**src/rtl/layer_out_serializer.sv**
```systemverilog
// Gathers one output word per neuron lane into a capture bank, then streams the
// completed frame one word per cycle. The two banks let the next frame fill while this one streams.
module layer_out_serializer #(
  parameter int unsigned NN        = 30,
  parameter int unsigned dataWidth = 16
) (
  input  logic                    clk,
  input  logic                    rst,
  input  logic [NN-1:0]           i_valid,
  input  logic [NN*dataWidth-1:0] i_data,
  output logic [dataWidth-1:0]    o_data,
  output logic                    o_valid,
  output logic                    o_last,
  output logic                    busy,
  output logic                    overrun
);

  localparam int unsigned DW = dataWidth;
  localparam int unsigned CW = (NN > 1) ? $clog2(NN) : 1;
  localparam logic [CW-1:0] LAST_IDX = CW'(NN - 1);

  typedef enum logic {
    IDLE  = 1'b0,
    SHIFT = 1'b1
  } state_e;

  state_e                 state_q, state_d;
  logic [CW-1:0]          cnt_q, cnt_d;
  logic [NN-1:0]          mask_q, mask_d;
  logic [NN-1:0][DW-1:0]  cap_q, cap_d;
  logic [NN-1:0][DW-1:0]  out_q, out_d;
  logic [DW-1:0]          o_data_q, o_data_d;
  logic                   o_valid_q, o_valid_d;
  logic                   o_last_q, o_last_d;
  logic                   busy_q, busy_d;
  logic                   overrun_q, overrun_d;

  logic [NN-1:0]          mask_now;
  logic                   full;
  logic                   free;
  logic                   xfer;

  // Capture bank fill and the frame hand-off into the output bank.
  always_comb begin
    mask_now  = mask_q | i_valid;
    full      = &mask_now;
    free      = (state_q == IDLE) || ((state_q == SHIFT) && (cnt_q == LAST_IDX));
    xfer      = full && free;
    overrun_d = overrun_q | (|(mask_q & i_valid));
    for (int unsigned k = 0; k < NN; k++) begin
      cap_d[k] = (i_valid[k] && !mask_q[k]) ? i_data[k*DW +: DW] : cap_q[k];
    end
    // A frame that is full but not yet free keeps its mask set, so it stays pending.
    mask_d = xfer ? '0 : mask_now;
    out_d  = xfer ? cap_d : out_q;
  end

  // Next-state logic; outputs are precomputed from the next state so they can be registered.
  always_comb begin
    state_d = state_q;
    cnt_d   = cnt_q;
    unique case (state_q)
      IDLE: begin
        if (xfer) begin
          state_d = SHIFT;
          cnt_d   = '0;
        end
      end
      SHIFT: begin
        if (cnt_q != LAST_IDX) begin
          cnt_d = cnt_q + CW'(1);
        end else if (xfer) begin
          cnt_d = '0;
        end else begin
          state_d = IDLE;
        end
      end
      default: state_d = IDLE;
    endcase
    o_valid_d = (state_d == SHIFT);
    busy_d    = (state_d == SHIFT);
    o_data_d  = o_valid_d ? out_d[cnt_d] : '0;
    o_last_d  = o_valid_d && (cnt_d == LAST_IDX);
  end

  always_ff @(posedge clk or negedge rst) begin
    if (!rst) begin
      state_q   <= IDLE;
      cnt_q     <= '0;
      mask_q    <= '0;
      cap_q     <= '0;
      out_q     <= '0;
      o_data_q  <= '0;
      o_valid_q <= 1'b0;
      o_last_q  <= 1'b0;
      busy_q    <= 1'b0;
      overrun_q <= 1'b0;
    end else begin
      state_q   <= state_d;
      cnt_q     <= cnt_d;
      mask_q    <= mask_d;
      cap_q     <= cap_d;
      out_q     <= out_d;
      o_data_q  <= o_data_d;
      o_valid_q <= o_valid_d;
      o_last_q  <= o_last_d;
      busy_q    <= busy_d;
      overrun_q <= overrun_d;
    end
  end

  assign o_data  = o_data_q;
  assign o_valid = o_valid_q;
  assign o_last  = o_last_q;
  assign busy    = busy_q;
  assign overrun = overrun_q;

endmodule

```
**config.mk**
```make
export PLATFORM = sky130hd
export DESIGN_NAME = layer_out_serializer
export DESIGN_NICKNAME = d
export VERILOG_FILES = /design/src/rtl/layer_out_serializer.sv
export SDC_FILE = /design/constraint.sdc
export NUM_CORES = 2
export LEC_CHECK = 0
export ABC_CLOCK_PERIOD_IN_PS = 3300
export CELL_PAD_IN_SITES_DETAIL_PLACEMENT = 0
export CELL_PAD_IN_SITES_GLOBAL_PLACEMENT = 1
export CORE_UTILIZATION = 50
export DETAILED_ROUTE_END_ITERATION = 8
export DONT_BUFFER_PORTS = 1
export PLACE_DENSITY_LB_ADDON = 0.15
export SLEW_MARGIN = 20
export SYNTH_ARGS = -nofsm -noshare
export SYNTH_HDL_FRONTEND = slang
export SYNTH_SLANG_ARGS = --single-unit
```
**constraint.sdc**
```tcl
create_clock -name clk -period 3.3 [get_ports clk]
set_clock_uncertainty 0.05 [all_clocks]
set_input_delay 0.825 -clock clk [delete_from_list [all_inputs] [get_ports clk]]
set_output_delay 0.825 -clock clk [all_outputs]
set_load 0.005 [all_outputs]
```
==> impl_results.md <==
* Synth area leaders: dfrtp_1 (56%), nor2_1 (12%), mux2_2 (12%)
* PD cells at ~1300 nW/um^2
* Fin crit share at 1.01
* Critical Path RT at 3870 ps
* Initial Utilization at 0.507
* Fmax achieved at 300 MHz
* Synth Net Count at between 4000 and 5000
* Root buffer cell: clkbuf_16
* Vias at between 30000 and 40000
* Violated checks: setup timing
* Net count, final at slightly above 5000
* Gpl congestion at a little over 0.9
* VDD IR-drop max at about 670 uV
* Max Slew Vio Count at 0
* Std cell rows at roughly 110
* Reg clk slew, reported paths at roughly 70 ps
* Top_reg_cell synth: dfrtp_1
* Worst path slowest cell: o31ai_1
* DIE AREA at 91300 sq um
* Sequential area share after synthesis at 0.563
* CP endpoint kind: register
* Placeable Area at just under 90000 sq um
* Synth cell types at 75
* Top-area cell type share of the netlist area at 0.563
* Boundary pin count at 532
* Area Overhead vs Synth at 16.1%
* Antenna-violating nets left at 0
* Post-synth EDFFs at 0
* Die height at roughly 300 um
* HPWL Detailed at roughly 110 mm
* Die X at 302 um
* Clk_lat worst skew at around 700 ps
* Worst slew pin tran at between 1000 and 1500 ps
* CP Class: reg2reg
* # setup viols final at 1
* Max_slew headroom at 0.200
* Number of remaining DRC errors at 0
* CP peak stage delay at ~570 ps
* Placed cell area at roughly 48000 sq um
* Routed vias/inst at between 5 and 6
* Post-synthesis cell area at approximately 45000 sq um
* CP arrival at between 3000 and 4000 ps
* Port Buffers at 0
* Vias in the first global route at ~33000
* Period minus WS final at 3330 ps
* RSZ-0062 raised after global routing: true
* Initial antenna violation count at 50
* CTS tree: yes
* Grt ovf at 0
* Leading area contributor after synthesis: dfrtp_1
* Crit start category: register
* Overall routing resource usage at 0.320
* Initial drt markers at 3126
* WP buf/inv at 4
* Status: finished, violations left
* Avg WL per Cell at 25.4 um
* CTS buffer count at roughly 110
* Avg Inst Size Synth at 10.2 sq um
* Worst Hold Class: in2async
* Drt total wl at 149 mm
* Fin. Hold Viols at 0
* Worst hold slack at approximately 160 ps
* First-pass iteration count of the detailed router at 5
* Cell Count, Final, Fillers Out at 5839
* Layout cells sized above 1 at 0.236
* Clk sink count at about 1000
* Worst Slack Setup Final at -29.1 ps
* Synth async-reset ratio at 1.00
* First-pass GRT wire length at between 200 and 250 mm
* Crit path max fanout at 10
* Final instance area at about 52000 sq um
* Critical Path, Cell by Cell: ha_1, and4_1, buf_4, nor2_4, buf_4, xnor2_4, buf_12, buf_12, nand2_1, nand3_1, a21oi_1, o31ai_1, a22o_1
* Flops & latches, synth at 1014
* Placed cell count at between 5000 and 6000
* Crit-path leading delay family: compound AO/OA/AOI/OAI gates
* Largest net degree at the start of global routing at 1015
* Max cap viols at 0
* Htree depth at 3
* CTS max path bufs at 3
* Leak pwr at around 23 nW
* Gate Count Post-Synth at between 4000 and 5000
* Syn. warnings at 0
==> what timing repair did <==
action / in CTS / in global routing
endpoints found under the setup margin: 8 / 128
gates cloned: 0 / 2
buffers inserted: 1 / 5
hold endpoints to repair: 1014 / 1
pin swaps: 1 / 3
resized for setup: 12 / 35
==> metal layers <==
layer	track usage	routed length (um)	share of wire
met4	0.120	5450	0.037
met3	0.0739	10400	0.070
met2	0.512	70700	0.48
met5	0	260	0.0018
met1	0.425	61700	0.42
==> placed cells by master, fill, tap and decap left out, types with 12 or more instances in the layout <==
| cell type | instances |
|---|---|
| mux2_2 | 470 |
| o21a_1 | 17 |
| o21ai_1 | 14 |
| nand3_1 | 40 |
| clkinv_2 | 26 |
| o22ai_1 | 162 |
| inv_1 | 14 |
| nor4_1 | 13 |
| clkbuf_1 | 12 |
| o21ai_0 | 139 |
| nor3_1 | 16 |
| nor2_1 | 1454 |
| clkbuf_8 | 23 |
| a211oi_1 | 16 |
| mux2i_1 | 30 |
| a22o_1 | 20 |
| buf_4 | 325 |
| diode_2 | 23 |
| nand2_1 | 171 |
| o221ai_1 | 143 |
| a22oi_1 | 29 |
| nand2b_1 | 30 |
| buf_12 | 31 |
| a21oi_1 | 70 |
| dfrtp_1 | 1013 |
| clkbuf_16 | 108 |
| a221oi_1 | 29 |
| o22a_1 | 12 |
==> registers in the layout, indices dropped and copies added (netlist names) <==
register and cells:
o_data 16, cnt_q 5, mask_q 30, overrun 1
out_q 480, busy 1, o_last 1, cap_q 480
==> worst paths after layout <==
| kind | start | endpoint | slack, ps | cells past startpoint |
|---|---|---|---|---|
| max in group asynchronous | rst | out_q[241] | 630 | 3 |
| min reg2reg | out_q[37] | out_q[37] | 430 | 2 |
| max reg2reg | cnt_q[0] | o_data[6] | -30 | 13 |
| max | cnt_q[0] | o_data[6] | -30 | 13 |
| min | rst | cap_q[312] | 160 | 1 |
| min in group clk | i_data[258] | cap_q[258] | 240 | 2 |
==> synthesized netlist by cell type, types with 15 or more instances <==
library cell and count:
nor3_1 17, nand2_1 171, a21oi_1 73, nand3_1 41, a22o_1 20, clkbuf_1 167
o21ai_0 144, inv_1 15, o21a_1 17, mux2_2 470, a22oi_1 29, nand2b_1 31
dfrtp_1 1014, o22ai_1 163, a211oi_1 19, buf_1 24, mux2i_1 31, nor2_1 1456
buf_2 119, o221ai_1 143, a221oi_1 29
==> through the flow <==
stage	setup WS, ps	TNS, ps	util	power [W]
finish	-29.1	-29.1	0.589	0.0698
global route	-20.2	-30.3	0.589	0.0738
CTS	0.339	0	0.583	0.0688
detailed placement	-527	-5550	0.542	0.0563
global placement	-521	-5000	0.542	0.0557
floorplan	429	0	-	0.0416
==> area by class of cell <==
cell class | instances | area, sq um
clock buffers | 141 | 3010
diodes | 23 | 57.6
clock inverters | 51 | 552
flip-flops and latches | 1014 | 25400
fillers | 7783 | 36500
inverters | 19 | 83.8
well taps | 1165 | 1460
repair buffers | 368 | 3320
multi-input cells | 3058 | 18400
==> kinds of logic (layout without fill, tap and decap cells) <==
family / after synthesis / after routing / synth area share
buf+inv: 346 / 579 / 0.0339
xor+xnor: 3 / 3 / 0.000750
compound gates: 755 / 755 / 0.117
simple gates: 1794 / 1794 / 0.159
mux: 504 / 504 / 0.126
fa+ha+maj: 2 / 2 / 0.000555
flops: 1014 / 1014 / 0.563
other cells: 0 / 23 / 0
==> where the power goes <==
part / switching (W) / total, W / leakage (nW) / internal (W)
Clock: 0.00515 / 0.0123 / 1.77 / 0.00712
Combinational: 0.0200 / 0.0349 / 8.92 / 0.0150
Sequential: 0.00358 / 0.0226 / 11.9 / 0.0190
Total: 0.0287 / 0.0698 / 22.6 / 0.0411
Note: power is estimated with default switching activity, not from simulation.
